==> src/rtl/wb_arbiter_2m.sv <==
// Two-master Wishbone arbiter in front of one shared slave.
// Round-robin grant taken in IDLE, held for the granted master's whole cycle,
// with a wait-state watchdog that aborts a stalled transfer with an error.
module wb_arbiter_2m #(
  parameter logic [7:0] TIMEOUT = 8'd255  // stall limit in cycles, 0 disables
) (
  input  logic        wb_clk_i,
  input  logic        wb_rst_i,
  // master 0
  input  logic        m0_cyc_i,
  input  logic        m0_stb_i,
  input  logic        m0_we_i,
  input  logic [3:0]  m0_sel_i,
  input  logic [31:0] m0_adr_i,
  input  logic [31:0] m0_dat_i,
  output logic [31:0] m0_dat_o,
  output logic        m0_ack_o,
  output logic        m0_err_o,
  // master 1
  input  logic        m1_cyc_i,
  input  logic        m1_stb_i,
  input  logic        m1_we_i,
  input  logic [3:0]  m1_sel_i,
  input  logic [31:0] m1_adr_i,
  input  logic [31:0] m1_dat_i,
  output logic [31:0] m1_dat_o,
  output logic        m1_ack_o,
  output logic        m1_err_o,
  // shared slave
  output logic        s_cyc_o,
  output logic        s_stb_o,
  output logic        s_we_o,
  output logic [3:0]  s_sel_o,
  output logic [31:0] s_adr_o,
  output logic [31:0] s_dat_o,
  input  logic [31:0] s_dat_i,
  input  logic        s_ack_i,
  input  logic        s_err_i,
  // debug
  output logic [1:0]  gnt_o
);

  typedef enum logic [1:0] {IDLE, BUSY, ABORT} state_t;

  state_t      state, state_nxt;
  logic [1:0]  gnt, gnt_nxt;     // one-hot grant
  logic        last, last_nxt;   // master served most recently
  logic [7:0]  wcnt, wcnt_nxt;   // consecutive stalled strobe cycles

  logic [1:0]  cyc;
  logic        gsel, busy, abort, g_cyc;
  logic [1:0]  m_ack, m_err;
  logic [1:0][31:0] m_dat;

  assign cyc   = {m1_cyc_i, m0_cyc_i};
  assign gsel  = gnt[1];
  assign busy  = (state == BUSY);
  assign abort = (state == ABORT);
  assign g_cyc = gsel ? m1_cyc_i : m0_cyc_i;

  // Slave side: forward the granted master only while BUSY, zero otherwise.
  assign s_cyc_o = busy & g_cyc;
  assign s_stb_o = busy & (gsel ? m1_stb_i : m0_stb_i);
  assign s_we_o  = busy & (gsel ? m1_we_i : m0_we_i);
  assign s_sel_o = busy ? (gsel ? m1_sel_i : m0_sel_i) : '0;
  assign s_adr_o = busy ? (gsel ? m1_adr_i : m0_adr_i) : '0;
  assign s_dat_o = busy ? (gsel ? m1_dat_i : m0_dat_i) : '0;

  // Master side: slave response passes straight through to the granted
  // master; the watchdog error comes from the registered ABORT state.
  for (genvar i = 0; i < 2; i++) begin : g_rsp
    assign m_ack[i] = busy & gnt[i] & s_ack_i;
    assign m_err[i] = gnt[i] & ((busy & s_err_i) | abort);
    assign m_dat[i] = (busy & gnt[i]) ? s_dat_i : '0;
  end

  assign m0_ack_o = m_ack[0];
  assign m0_err_o = m_err[0];
  assign m0_dat_o = m_dat[0];
  assign m1_ack_o = m_ack[1];
  assign m1_err_o = m_err[1];
  assign m1_dat_o = m_dat[1];
  assign gnt_o    = gnt;

  // Next-state, grant, round-robin pointer and watchdog counter.
  always_comb begin
    state_nxt = state;
    gnt_nxt   = gnt;
    last_nxt  = last;
    wcnt_nxt  = '0;
    case (state)
      IDLE: begin
        gnt_nxt = '0;
        if (|cyc) begin
          state_nxt = BUSY;
          if (&cyc) gnt_nxt = last ? 2'b01 : 2'b10;
          else      gnt_nxt = cyc;
        end
      end
      BUSY: begin
        if (!g_cyc) begin
          // cycle ended; an ack/err in this same cycle was already passed on
          state_nxt = IDLE;
          gnt_nxt   = '0;
          last_nxt  = gsel;
        end else if (TIMEOUT != 8'd0 && wcnt == TIMEOUT && !s_ack_i && !s_err_i) begin
          state_nxt = ABORT;
        end else if (s_stb_o && !s_ack_i && !s_err_i) begin
          wcnt_nxt = wcnt + 8'd1;
        end
      end
      ABORT: begin
        state_nxt = IDLE;
        gnt_nxt   = '0;
        last_nxt  = gsel;
      end
      default: begin
        state_nxt = IDLE;
        gnt_nxt   = '0;
      end
    endcase
  end

  // State registers; reset takes effect immediately, even mid-transfer.
  always_ff @(posedge wb_clk_i or posedge wb_rst_i) begin
    if (wb_rst_i) begin
      state <= IDLE;
      gnt   <= '0;
      last  <= 1'b1;
      wcnt  <= '0;
    end else begin
      state <= state_nxt;
      gnt   <= gnt_nxt;
      last  <= last_nxt;
      wcnt  <= wcnt_nxt;
    end
  end

endmodule

==> config.mk <==
export PLATFORM = sky130hd
export DESIGN_NAME = wb_arbiter_2m
export DESIGN_NICKNAME = d
export VERILOG_FILES = /design/src/rtl/wb_arbiter_2m.sv
export SDC_FILE = /design/constraint.sdc
export NUM_CORES = 1
export LEC_CHECK = 0
export CAP_MARGIN = 20
export CORE_AREA = 2 2 123 125
export CTS_CLUSTER_SIZE = 24
export DETAILED_ROUTE_END_ITERATION = 10
export DIE_AREA = 0 0 125 127
export GPL_ROUTABILITY_DRIVEN = 1
export PLACE_DENSITY = 0.63
export SLEW_MARGIN = 20
export SYNTH_ARGS = -nofsm -noshare
export SYNTH_HDL_FRONTEND = slang
export SYNTH_SLANG_ARGS = --single-unit
export TNS_END_PERCENT = 20
==> constraint.sdc <==
create_clock -name wb_clk_i -period 1.6 [get_ports wb_clk_i]
set_input_delay 0.32 -clock wb_clk_i [delete_from_list [all_inputs] [get_ports wb_clk_i]]
set_output_delay 0.32 -clock wb_clk_i [all_outputs]
set_load 0.005 [all_outputs]
* Word level (Yosys, flattened, before mapping)
Index checks and enable logic that the tools add are counted.
Word-level totals: output and inout port bits 141, word-level logic and storage cells 60, register bits 13
Cells by class: $add $sub $neg 1, eq/ne operators 6, mux-type cells 26, bitwise gates (word level) 11, reductions and logical operators 12
Operator list (number):
- 32-bit 2-to-1 mux | 6
- 8-bit 2-to-1 mux | 4
- 2-bit 2-to-1 mux | 7
- 1-bit AND | 10
- 8-bit by 1-bit adder with 8-bit output (second input constant) | 1
- 8-bit == test (second input constant) | 1
- 4-bit 2-to-1 mux | 2
- 2-bit one-hot mux with 2 select lines | 2
- 2-bit AND reduction | 3
- 1-bit logical AND | 4
- 1-bit 2-to-1 mux | 4
- 2-bit inequality test (second input constant) | 2
- 3-bit by 2-bit inequality test with 1-bit output (second input constant) | 1
- 2-bit by 1-bit == test with 1-bit output (second input constant) | 1
- 2-bit == test (second input constant) | 1
- 1-bit zero test | 2
- 2-bit zero test | 1
- 1-bit one-hot mux with 2 select lines | 1
- 2-bit nonzero test | 1
- 2-bit OR reduction | 1
- 1-bit OR | 1

* Logic depth before layout (Yosys ltp)
depth in word-level cells 8, depth in mapped cells 6, gate-level depth less buffers 4

* Worst setup path after synthesis
No wires, ideal clock.
path type reg-to-output, start register state[1], end output s_dat_o[21], data required time 1.280 ns, arrival 1.436 ns, cell stages (with the launch flop) 7, path buffers 3, setup slack -0.156 ns, cell sequence dfrtp_1 nand2b_1 buf_6 nor2_1 buf_2 buf_2 a22o_1
On the way: longest elaborated chain between the ends 2
Ends and longest elaborated chain:
- from (decl) | line 45 | state_t state, state_nxt;
- from (signal assigned) | line 132 | state <= state_nxt;
- 2-bit by 1-bit == test with 1-bit output | line 57 | assign busy = (state == BUSY);
- 32-bit 2-to-1 mux | line 67 | assign s_dat_o = busy ? (gsel ? m1_dat_i : m0_dat_i) : '0;
- to (decl) | line 35 | output logic [31:0] s_dat_o,
No other way between the ends.

* Final worst setup path
start register state[1], end output m0_dat_o[16]
On the way: longest elaborated chain between the ends 3
Ends and longest elaborated chain:
- 2-bit by 1-bit == test with 1-bit output | line 57
- 1-bit AND | line 74 | assign m_dat[i] = (busy & gnt[i]) ? s_dat_i : '0;
- 32-bit 2-to-1 mux | line 74
- to (decl) | line 16 | output logic [31:0] m0_dat_o,
No other way between the ends.

==> run_results.csv <==
group,metric,value,unit
pwr,powerDensity,1300,nW/µm²
clock_network,insertion_delay,0.24,ns
place,gp_congestion,0.937,
timing,fin_setup_tns,-44.75,ns
place,pre_cts_ws,-0.502,ns
clock_network,cts_buffers,3,
pwr,clkPwrFrac,0.061,
global_routing,grt_pass1_wl,23100,µm
synth,synthCells,234,
layout,post-route-util,0.408,
timing,fmax,496,MHz
pwr,power_frac_comb,0.884,
worst_setup_path,path_class,"flop to output port",
clock_network,cts-htree-levels,1,
pwr,p_sw,2.94,mW
floorplan,rows,44,
timing,worst_clock_skew,0.000810,ns
pwr,p_leak,2.92,nW
worst_setup_path,critPathRequiredTime,1.28,ns
route,ant_nets,0,
layout,fill_cells,1434,
synth,syn_area,1890,µm²
layout,drive_gt1_frac,0.420,
route,first_pass_iters,4,
floorplan,fp.dieH,127,µm
floorplan,start_util,0.131,
layout,areaGrowthSynthToFinish,212,%
worst_setup_path,worstPathCellList,"buf_6 > nor2b_4 > buf_6 > buf_12 > buf_8 > buf_12 > buf_16 > and3_4 > buf_6",
status,violations,"setup timing",
route,routed_via_density,4.55,
timing,slew_headroom,0.650,
worst_setup_path,cp-start-kind,"flop",
floorplan,die_area,15900,µm²
synth,synth_fp_nets,413,
clock_network,cts-root-buf,"clkbuf_16",
timing,rsz0062_at_grt,"yes",
job,maxCapViolCount,0,
worst_setup_path,worst_path_max_delay_cell,"dfrtp_1",
global_routing,grtUsageTotal,0.185,
place,io_buffers,318,
timing,slew_violations,0,
worst_setup_path,crit_path_max_incr_delay,0.39,ns
timing,setup_viol_count_final,147,
pwr,p_sw_frac,0.384,
worst_setup_path,arrival,1.70,ns
route,wl,16100,µm
worst_setup_path,critical_path.max_fanout,4,
worst_setup_path,end_kind,"output port",
clock_network,clkTransAtPathRegs,0.04,ns
pwr,pwr-share-seq,0.055,
synth,seq_area_frac_synth,0.173,
clock_network,clock_sinks,13,
route,avgRoutedWirePerCell,20.7,µm
floorplan,die_x,125,µm
timing,tightest_slew,0.525,ns
global_routing,gr-total-overflow,0,
global_routing,grt_start_max_net_pins,38,
floorplan,io_pins,319,
layout,antenna_cells,0,
timing,min_period,2.02,ns
worst_setup_path,cpMostUsedCell,"buf_6",
synth,avgSynthCellArea,8.07,µm²
worst_setup_path,r2r_slack,-0.23,ns
pwr,p_int,4.71,mW
layout,fin_nets,777,
clock_network,cts_buffer_depth,2,
pwr,ir_drop,0.503,mV
timing,worst_slack,-0.416,ns
global_routing,antenna_found_initial,0,
clock_network,cts_tree,"done",
route,drt_iter0_drc,153,
timing,post-route-period-util,1.26,
hold_path,min_path_type,"input pin to asynchronous set/reset pin",
place,dp_hpwl,11600,µm
status,status,"finished with violations",
global_routing,grt_pass1_vias,3637,
timing,hold_viol,0,
route,drcViolationCount,0,
synth,post_synth_num_cell_types,35,
floorplan,core_area,14400,µm²
route,vias,3554,
synth,synth-seq-cells,13,
synth,yosys_warnings,0,
## cell families after synthesis
logic type / synth area share
AO/OA/AOI/OAI: 0.369
multiplexers: 0.0219
buffers and inverters: 0.0855
flip-flops: 0.173
adder cells (fa/ha/maj): 0.00663
AND/OR/NAND/NOR: 0.330
XOR/XNOR: 0.0139
## layout by cell type (no fill, tap or decap), types with 2 or more instances in the layout
master	instances
buf_2	103
o21ai_0	4
buf_12	15
or3_1	3
and2_4	2
buf_6	23
nor2_1	3
clkdlybuf4s50_1	177
buf_8	9
a211oi_2	3
a22o_1	65
and3_4	12
a21oi_1	2
clkbuf_16	5
nor3_2	4
buf_4	31
nand3_1	5
clkdlybuf4s15_2	22
a22o_4	4
nor2_2	2
and3_1	55
buf_16	6
dfrtp_1	12
xor2_1	2
and2_1	2
inv_1	2
## Yosys cell counts (all sizes together)
library cell,number,area [µm²]
and3,67,419
buf,13,82.6
and2b,1,7.51
a22o,69,604
mux2i,3,30.0
xor2,2,17.5
or4b,1,13.8
nand4,1,6.26
nor2,6,25.0
dfrtp,12,300
nand2,1,3.75
a21oi,2,10.0
o21ai,4,20.0
a21o,1,7.51
nor2b,1,6.26
inv,2,7.51
ha,1,12.5
a211oi,3,37.5
clkbuf,19,71.3
dfstp,1,26.3
and2,3,18.8
a32o,1,10.0
nand3,5,25.0
xnor2,1,8.76
nor4,1,6.26
mux2,1,11.3
o31ai,1,7.51
nor3b,2,20.0
nand2b,2,12.5
or3,3,18.8
nor3,4,40.0
## metal layers
metal	routed length [µm]	global-route usage	vias up
met5	0	0	-
met4	125	0.0190	0
met3	1190	0.0423	10
met2	8020	0.322	180
met1	6800	0.241	1697
li1	-	-	1667
## power by group through the flow
stage	logic [mW]	registers, mW	clock network, mW
finish	6.77	0.417	0.466
global route	7.16	0.422	0.502
CTS	6.61	0.418	0.481
detailed placement	5.54	0.424	0
global placement	5.49	0.423	0
floorplan	2.03	0.431	0
## critical path, delay by kind of cell (launching register included)
kind	cells	cell delay, ns
buffers and inverters	7	0.77
flip-flops	1	0.39
AND/OR/NAND/NOR	2	0.30
## final cells by class
class	count	area (µm²)	area share
timing repair buffer	390	3690	0.628
multi-input combinational	188	1550	0.263
sequential	13	327	0.0555
tap	184	230	0.0391
clock buffer	4	78.8	0.0134
inverter	2	7.51	0.00128
## worst paths after layout
kind | to | cells past startpoint | from
min in group wb_clk_i | wcnt[0] | 1 | wcnt[0]
worst max register to register | wcnt[1] | 6 | gnt_o[1]
worst max-delay path | m0_dat_o[16] | 9 | state[1]
worst min register to register | wcnt[0] | 1 | wcnt[0]
max in group asynchronous | last | 2 | wb_rst_i
worst min-delay path | wcnt[5] | 2 | wb_rst_i
## state kept, by name, indices dropped and copies added (netlist names)
register  cells
wcnt          8
gnt_o         2
state         2
last          1
## repair_timing
item	CTS	global route
cloned	11	2
resized for setup	567	55
buffers inserted	27	8
pin swaps	66	25
hold endpoints to repair	0	0
setup endpoints to repair	148	147
hold buffers	0	0
## per-stage QoR
step                total power, mW  hold slack (ns)  cell area, µm²  std cells
global route                   8.09            0.477            5880        781
CTS                            7.51            0.434            5830        780
global placement               5.92            0.510            5480        738
finish                         7.65            0.422            5880        781
detailed placement             5.96            0.516            5480        738
floorplan                      2.46            0.196            1920        234
(Power assumes the default switching activity.)
